$ cat config.mk
export PLATFORM = sky130hd
export DESIGN_NAME = pixel_stream_source
export DESIGN_NICKNAME = d
export VERILOG_FILES = /design/src/rtl/pixel_stream_source_pkg.sv /design/src/rtl/pixel_source_timing.sv /design/src/rtl/pixel_stream_source.sv
export SDC_FILE = /design/constraint.sdc
export NUM_CORES = 1
export LEC_CHECK = 0
export CORE_ASPECT_RATIO = 1.25
export CORE_MARGIN = 2
export CORE_UTILIZATION = 50
export CTS_CLUSTER_DIAMETER = 150
export DETAILED_ROUTE_END_ITERATION = 7
export PLACE_DENSITY = 0.91
export SLEW_MARGIN = 20
export SYNTH_ARGS = -nofsm -noshare
export SYNTH_HDL_FRONTEND = slang
export SYNTH_SLANG_ARGS = --single-unit
export TNS_END_PERCENT = 50
$ cat constraint.sdc
create_clock -name clk -period 2.5 [get_ports clk]
set_input_delay 0.5 -clock clk [delete_from_list [all_inputs] [get_ports clk]]
set_output_delay 0.5 -clock clk [all_outputs]
set_load 0.05 [all_outputs]
$ cat src/rtl/pixel_stream_source_pkg.sv
// Shared frame-geometry defaults, per-cycle strobe bundle and counter sizing helper
// for the pixel stream source and its timing generator.
package pixel_stream_source_pkg;

  localparam int PIXEL_SIZE_DEF   = 24;
  localparam int FRAME_WIDTH_DEF  = 640;
  localparam int FRAME_HEIGHT_DEF = 480;
  localparam int H_BLANK_DEF      = 16;
  localparam int V_BLANK_DEF      = 4;
  localparam int ADDR_WIDTH_DEF   = 19;

  // Strobes travelling with each pixel slot through the alignment pipeline.
  typedef struct packed {
    logic en;
    logic hsync;
    logic vsync;
    logic done;
  } strobe_t;

  // Counter width for values 0..n-1; never collapses to zero bits.
  function automatic int cnt_w(input int n);
    return (n > 1) ? $clog2(n) : 1;
  endfunction

endpackage

$ cat src/rtl/pixel_source_timing.sv
// Address-stage raster FSM: drives frame-memory reads and undelayed en/hsync/vsync/done.
// Zero latency from state; pause holds at the final blank cycle of a non-final line.
module pixel_source_timing
  import pixel_stream_source_pkg::*;
#(
  parameter int FRAME_WIDTH  = FRAME_WIDTH_DEF,
  parameter int FRAME_HEIGHT = FRAME_HEIGHT_DEF,
  parameter int H_BLANK      = H_BLANK_DEF,
  parameter int V_BLANK      = V_BLANK_DEF,
  parameter int ADDR_WIDTH   = ADDR_WIDTH_DEF
) (
  input  logic                  clk_i,
  input  logic                  reset_i,
  input  logic                  start_i,
  input  logic                  continuous_i,
  input  logic                  pause_i,
  output logic                  mem_rd_o,
  output logic [ADDR_WIDTH-1:0] mem_addr_o,
  output logic                  busy_o,
  output strobe_t               strb_o
);

  localparam logic [2:0] ST_IDLE   = 3'd0;
  localparam logic [2:0] ST_VSYNC  = 3'd1;
  localparam logic [2:0] ST_VBLANK = 3'd2;
  localparam logic [2:0] ST_ACTIVE = 3'd3;
  localparam logic [2:0] ST_HBLANK = 3'd4;

  localparam int CW = cnt_w(FRAME_WIDTH);
  localparam int LW = cnt_w(FRAME_HEIGHT);
  localparam int BW = cnt_w((H_BLANK > V_BLANK) ? H_BLANK : V_BLANK);

  localparam logic [CW-1:0] COL_LAST  = CW'(FRAME_WIDTH - 1);
  localparam logic [LW-1:0] LINE_LAST = LW'(FRAME_HEIGHT - 1);
  localparam logic [BW-1:0] HB_LAST   = BW'(H_BLANK - 1);
  localparam logic [BW-1:0] VB_LAST   = BW'((V_BLANK > 0) ? V_BLANK - 1 : 0);

  logic [2:0]            state_q, state_d;
  logic [CW-1:0]         col_q, col_d;
  logic [LW-1:0]         line_q, line_d;
  logic [BW-1:0]         blank_q, blank_d;
  logic [ADDR_WIDTH-1:0] addr_q, addr_d;
  logic                  hold_q, hold_d;

  always_comb begin
    state_d = state_q;
    col_d   = col_q;
    line_d  = line_q;
    blank_d = blank_q;
    addr_d  = addr_q;
    hold_d  = 1'b0;
    case (state_q)
      ST_IDLE: begin
        if (start_i) begin
          state_d = ST_VSYNC;
        end
      end
      ST_VSYNC: begin
        addr_d  = '0;
        col_d   = '0;
        line_d  = '0;
        blank_d = '0;
        state_d = (V_BLANK > 0) ? ST_VBLANK : ST_ACTIVE;
      end
      ST_VBLANK: begin
        if (blank_q == VB_LAST) begin
          blank_d = '0;
          state_d = ST_ACTIVE;
        end else begin
          blank_d = blank_q + BW'(1);
        end
      end
      ST_ACTIVE: begin
        addr_d = addr_q + ADDR_WIDTH'(1);
        if (col_q == COL_LAST) begin
          col_d   = '0;
          blank_d = '0;
          state_d = ST_HBLANK;
        end else begin
          col_d = col_q + CW'(1);
        end
      end
      ST_HBLANK: begin
        // Counter saturates on the final blank cycle so a pause hold stays there.
        if (blank_q != HB_LAST) begin
          blank_d = blank_q + BW'(1);
        end else if (line_q == LINE_LAST) begin
          blank_d = '0;
          state_d = continuous_i ? ST_VSYNC : ST_IDLE;
        end else if (pause_i) begin
          hold_d = 1'b1;
        end else begin
          blank_d = '0;
          line_d  = line_q + LW'(1);
          state_d = ST_ACTIVE;
        end
      end
      default: begin
        state_d = ST_IDLE;
      end
    endcase
  end

  always_ff @(posedge clk_i) begin
    if (reset_i) begin
      state_q <= ST_IDLE;
      col_q   <= '0;
      line_q  <= '0;
      blank_q <= '0;
      addr_q  <= '0;
      hold_q  <= 1'b0;
    end else begin
      state_q <= state_d;
      col_q   <= col_d;
      line_q  <= line_d;
      blank_q <= blank_d;
      addr_q  <= addr_d;
      hold_q  <= hold_d;
    end
  end

  assign busy_o     = (state_q != ST_IDLE);
  assign mem_rd_o   = (state_q == ST_ACTIVE);
  assign mem_addr_o = addr_q;

  // hold_q suppresses a repeated hsync when H_BLANK is 1 and the hold sits on blank 0.
  always_comb begin
    strb_o       = '0;
    strb_o.en    = (state_q == ST_ACTIVE);
    strb_o.vsync = (state_q == ST_VSYNC);
    strb_o.hsync = (state_q == ST_HBLANK) && (blank_q == '0) && !hold_q;
    strb_o.done  = strb_o.hsync && (line_q == LINE_LAST);
  end

endmodule

$ cat src/rtl/pixel_stream_source.sv
// Pixel stream transmitter: timing FSM plus 2-stage alignment (memory read, output regs).
// Outputs lag address-stage state by 2 cycles; pause holds only at line boundaries.
module pixel_stream_source
  import pixel_stream_source_pkg::*;
#(
  parameter int PIXEL_SIZE   = PIXEL_SIZE_DEF,
  parameter int FRAME_WIDTH  = FRAME_WIDTH_DEF,
  parameter int FRAME_HEIGHT = FRAME_HEIGHT_DEF,
  parameter int H_BLANK      = H_BLANK_DEF,
  parameter int V_BLANK      = V_BLANK_DEF,
  parameter int ADDR_WIDTH   = ADDR_WIDTH_DEF
) (
  input  logic                  clk,
  input  logic                  reset,
  input  logic                  start,
  input  logic                  continuous,
  input  logic                  pause,
  output logic                  mem_rd,
  output logic [ADDR_WIDTH-1:0] mem_addr,
  input  logic [PIXEL_SIZE-1:0] mem_rdata,
  output logic                  en,
  output logic                  hsync,
  output logic                  vsync,
  output logic [PIXEL_SIZE-1:0] data,
  output logic                  busy,
  output logic                  done,
  output logic [31:0]           frame_count
);

  strobe_t               strb;
  strobe_t               s1_q, s2_q;
  logic [PIXEL_SIZE-1:0] data_q, data_d;
  logic [31:0]           frame_count_q, frame_count_d;

  pixel_source_timing #(
    .FRAME_WIDTH  (FRAME_WIDTH),
    .FRAME_HEIGHT (FRAME_HEIGHT),
    .H_BLANK      (H_BLANK),
    .V_BLANK      (V_BLANK),
    .ADDR_WIDTH   (ADDR_WIDTH)
  ) u_timing (
    .clk_i        (clk),
    .reset_i      (reset),
    .start_i      (start),
    .continuous_i (continuous),
    .pause_i      (pause),
    .mem_rd_o     (mem_rd),
    .mem_addr_o   (mem_addr),
    .busy_o       (busy),
    .strb_o       (strb)
  );

  // mem_rdata is valid while s1_q describes the slot that issued the read.
  always_comb begin
    data_d        = s1_q.en ? mem_rdata : '0;
    frame_count_d = frame_count_q + 32'd1;
  end

  always_ff @(posedge clk) begin
    if (reset) begin
      s1_q          <= '0;
      s2_q          <= '0;
      data_q        <= '0;
      frame_count_q <= '0;
    end else begin
      s1_q   <= strb;
      s2_q   <= s1_q;
      data_q <= data_d;
      if (s1_q.done) begin
        frame_count_q <= frame_count_d;
      end
    end
  end

  assign en          = s2_q.en;
  assign hsync       = s2_q.hsync;
  assign vsync       = s2_q.vsync;
  assign done        = s2_q.done;
  assign data        = data_q;
  assign frame_count = frame_count_q;

endmodule

Yosys cells after proc, flatten, opt, wreduce, memory -nomap -nowiden
Cells that the tools add are included.

Add/subtract/negate cells: 5. Equality and inequality tests: 16. Bitwise gates (word level): 2. Muxes and demuxes: 22. Reduce and logical (&&, ||, !) cells: 15.

Operators by type and width (number): $pmux 19 s2 (1); $add 32x1->32 const B (1); $mux 9 (3); $mux 4 (5); $pmux 10 s2 (1); $add 19x1->19 const B (1); $mux 3 (6); $pmux 9 s2 (1); $pmux 4 s4 (1); $pmux 3 s5 (1); $add 10x1->10 const B (1); $eq 10x10->1 const B (1); $mux 10 (1); $add 9x1->9 const B (1); $eq 9x9->1 const B (1); $ne 2x2->1 const B (4); $eq 3x2->1 const B (2); $reduce_and 5->1 (1); $add 4x1->4 const B (1); $eq 4x2->1 const B (1); $logic_not 4->1 (1); $ne 2x1->1 const B (2); $ne 4x2->1 const B (1); $ne 4x4->1 const B (1); other kinds (15) (20).

Word-level logic and storage cells: 76. Bits of input ports: 29. Output and inout port bits: 81. Register bits: 110.

Logic depth before layout (Yosys ltp)
Depth in word-level cells: 5. Depth in mapped cells: 8. Gate-level depth less buffers: 6.

Modules after synthesis
Synthesis repeated with hierarchy kept, for this count alone.

Cells, all modules: 580. Area total of the unflattened synthesis: 5081.1 sq um.

Modules (own cells, without submodules): pixel_source_timing (area each 2660.1 sq um, seq. area each 920.9 sq um, cells each 323, instances 1); pixel_stream_source (area each 2421.1 sq um, seq. area each 1281.2 sq um, cells each 257, instances 1).

Worst setup path before layout
OpenSTA, ideal clock, no wires.

Path type: reg-to-reg. Start point: register frame_count_q[6], in the netlist frame_count[6]. End point: register frame_count_q[27], in the netlist frame_count[27]. Cell stages (with the launch flop): 8. Data arrival time: 1987 ps. Data required time: 2372 ps. Buffers on the path: 2. Period minus slack after synthesis: 2114 ps. Setup time: 128 ps. Path slack: 386 ps. Cell sequence: dfxtp_1 > and4_1 > clkbuf_1 > and3_1 > clkbuf_1 > nand4_1 > xor2_1 > nor2_1.

Longest elaborated chain between the ends: 1.

RTL lines: from (decl) (RTL line pixel_stream_source.sv:33) `logic [31:0] frame_count_q, frame_count_d;`; from (signal assigned) (RTL line pixel_stream_source.sv:70) `frame_count_q <= frame_count_d;`; $add 32x1->32 (RTL line pixel_stream_source.sv:56) `frame_count_d = frame_count_q + 32'd1;`.

Every way passes these cells. A chain may end at the register's enable or synchronous reset.

Final worst setup path
Start point: register u_timing.blank_q[0]. End point: register u_timing.line_q[6].

Longest elaborated chain between the ends: 3.

RTL lines: from (decl) (RTL line pixel_source_timing.sv:41) `logic [BW-1:0] blank_q, blank_d;`; from (signal assigned) (RTL line pixel_source_timing.sv:116) `blank_q <= blank_d;`; $ne 4x4->1 (RTL line pixel_source_timing.sv:85) `if (blank_q != HB_LAST) begin`; $ne 2x2->1 (no line); $reduce_and 4->1 (no line); to (signal assigned) (RTL line pixel_source_timing.sv:115) `line_q <= line_d;`; to (decl) (RTL line pixel_source_timing.sv:40) `logic [LW-1:0] line_q, line_d;`.

Every way passes these cells.

==> run_results.csv <==
group,metric,value,unit
finish,drive_above_1_share,7.33,%
yosys,synth-main-ff-cell,"dfxtp_1",
route,drc_errors,0,
yosys,syn_area_per_cell,8.89,sq um
job,maxCapViolCount,0,
sta,fin_crit_sh,92.0,%
route,avgViaCountPerCell,5.54,
finish,antennaDiodeCount,0,
power,switching_share,29.9,%
power,clkPwrFrac,35.6,%
sta,timing.final.ws_setup,0.200,ns
placement,port_buffers,109,
yosys,synth_fp_nets,561,
route,first_pass_iters,5,
hold_path,hold_path.class,"reg2reg",
route,wire_per_inst,14.8,um
placement,gp_congestion,0.867,
cts,cts-root-buf,"clkbuf_16",
critical_path,arrival,2.57,ns
route,finalWirelength,11300,um
cts,holdBufCountCts,0,
route,vias,4232,
critical_path,worstSetupPathType,"reg2reg",
yosys,synth-seq-area-share,47.1,%
sta,worst_pin_slew,0.776,ns
finish,final_cell_mix,"dfxtp_1, clkdlybuf4s50_1, nor2_1",
sta,min_period,2.30,ns
cts,cts.path.max_buffers,2,
power,power_density,701,nW/um^2
sta,rsz0062_at_grt,"false",
cts,cts_buffers,9,
yosys,syn-cell-area,4680,sq um
global_route,grt.overflow.total,0,
placement,post-dp-hpwl,8220,um
global_route,grt_pass1_vias,4002,
yosys,ys_types,60,
yosys,syn_inst,526,
floorplan,die_area,10100,sq um
sta,fmax,435,MHz
yosys,yosysTopAreaCellShare,47.1,%
power,internal_power,3.07,mW
critical_path,critPathLaunchType,"flip-flop",
floorplan,core_area,9130,sq um
critical_path,cp-end-kind,"flip-flop",
yosys,ys_async_sr_fraction,0,%
sta,setup_tns,0,ns
power,combPwrFrac,21.3,%
sta,setup_violations,0,
critical_path,cp_max_fo,14,
yosys,yosysTopAreaCell,"dfxtp_1",
power,ir_drop,0.000598,V
route,ant_nets,0,
sta,hold_viol_final,0,
floorplan,initial_core_util,51.3,%
cts,cts_max_level,3,
sta,skew,0.0106,ns
floorplan,fp.dieH,112,um
global_route,antenna_found_initial,0,
global_route,grt_max_degree,34,
finish,area_growth,33.6,%
cts,clkLatencyLatePin,0.35,ns
sta,slew_headroom,47.8,%
finish,layout_commonest_cell,"dfxtp_1",
route,drt_iter0_drc,228,
floorplan,std_cell_rows,39,
power,seqPwrFrac,43.1,%
power,p_sw,1.31,mW
cts,cts_sinks,110,
global_route,grt_first_pass_wirelength,19000,um
cts,clk_pin_slew,0.07,ns
status,status,"completed",
power,cellLeakagePower,2.21,nW
placement,dp_slack,0.168,ns
critical_path,crit_required,2.77,ns
sta,drv_slew,0,
yosys,ys_ff_latch,110,
global_route,track_usage,22.8,%
finish,fin_util,68.5,%
floorplan,die_w,90.5,um
yosys,synth_edf_count,0,
finish,finalNetCount,671,
floorplan,design.portCount,110,
yosys,synth.area.top_cells,"dfxtp_1, nor2_1, xor2_1",
cts,tritoncts,"built",
yosys,ys_warn_count,0,
-- what timing repair did --
item	CTS	global route
gates resized for setup	0	2
setup endpoints to repair	0	2
setup buffers	0	0
-- critical path, stage by stage, from the launching register on --
cell and delay, ns:
dfxtp_1 0.40, ha_1 0.24, or3b_1 0.38, a22oi_2 0.28, o221ai_4 0.23, or4_1 0.55
a21oi_1 0.16
-- cells in the mapped netlist (3+ instances only) --
| cell type | instances |
|---|---|
| a21oi_1 | 25 |
| and2_1 | 31 |
| and3_1 | 12 |
| and4_1 | 5 |
| buf_6 | 4 |
| clkbuf_1 | 15 |
| dfxtp_1 | 110 |
| ha_1 | 6 |
| inv_1 | 14 |
| nand2_1 | 38 |
| nand3_1 | 24 |
| nand4_1 | 23 |
| nor2_1 | 62 |
| nor2b_1 | 6 |
| nor3_1 | 17 |
| nor4_1 | 5 |
| o211ai_1 | 3 |
| o21ai_0 | 17 |
| o31ai_1 | 7 |
| or3_1 | 8 |
| or4_1 | 8 |
| xnor2_1 | 16 |
| xor2_1 | 23 |
-- cells by family (layout without fill, tap and decap cells) --
group                    count (synthesis)  in the layout  synth area share (%)
AND/OR/NAND/NOR                        258            258                  29.7
flip-flops                             110            110                  47.1
AO/OA/AOI/OAI                           73             73                  10.1
XOR/XNOR                                39             39                  7.30
buffers and inverters                   38            153                  3.83
adder cells (fa/ha/maj)                  6              6                  1.61
multiplexers                             2              2                 0.428
-- power by group through the flow --
stage               sequential [mW]  combinational (mW)  clock [mW]
global placement               1.92               0.877           0
detailed placement             1.93               0.910           0
finish                         1.89               0.935        1.56
floorplan                      1.95               0.638           0
CTS                            1.89               0.915        1.58
global route                   1.90                1.02        1.68
-- final cells by class --
type,count,area (sq um)
Fill cell,710,2880
Multi-Input combinational cell,378,2310
Sequential cell,110,2200
Timing Repair Buffer,123,1200
Clock buffer,9,225
Tap cell,123,154
Clock inverter,7,106
Inverter,14,52.6
-- worst paths after layout --
kind                            depth (start not counted)                               to                              from  slack [ns]
worst max-delay path                                    6  u_timing.line_q[6]$_SDFFE_PP0P_  u_timing.blank_q[0]$_SDFFE_PP0P_        0.20
worst min-delay path                                    1                 hsync$_SDFF_PP0_                s1_q[2]$_SDFF_PP0_        0.44
worst max register to register                          6  u_timing.line_q[6]$_SDFFE_PP0P_  u_timing.blank_q[0]$_SDFFE_PP0P_        0.20
worst min register to register                          1                 hsync$_SDFF_PP0_                s1_q[2]$_SDFF_PP0_        0.44
-- flip-flops by register name, summed over array words and instances, names as in the netlist --
name	cells
hsync	1
u_timing.col_q	10
done	1
s1_q	4
vsync	1
u_timing.mem_addr_o	19
data	24
frame_count	32
en	1
u_timing.line_q	9
u_timing.blank_q	4
u_timing.hold_q	1
u_timing.state_q	3
-- metal layers --
metal,share of wire (%),vias to the layer above,GRT usage [%]
li1,-,2065,-
met1,39,2006,26.6
met2,54,146,41.1
met3,5.7,15,5.03
met4,1.2,0,7.59
met5,0,-,0
-- per-stage QoR --
stage | hold WS [ns] | area (sq um) | cells | total power [mW]
final | 0.444 | 6250 | 764 | 4.38
after global routing | 0.463 | 6250 | 764 | 4.60
after CTS | 0.447 | 6240 | 764 | 4.38
after detailed placement | 0.431 | 5910 | 748 | 2.84
after global placement | 0.423 | 5900 | 748 | 2.80
after floorplan | 0.414 | 4680 | 526 | 2.59
Power figures use the tool's default switching activity.
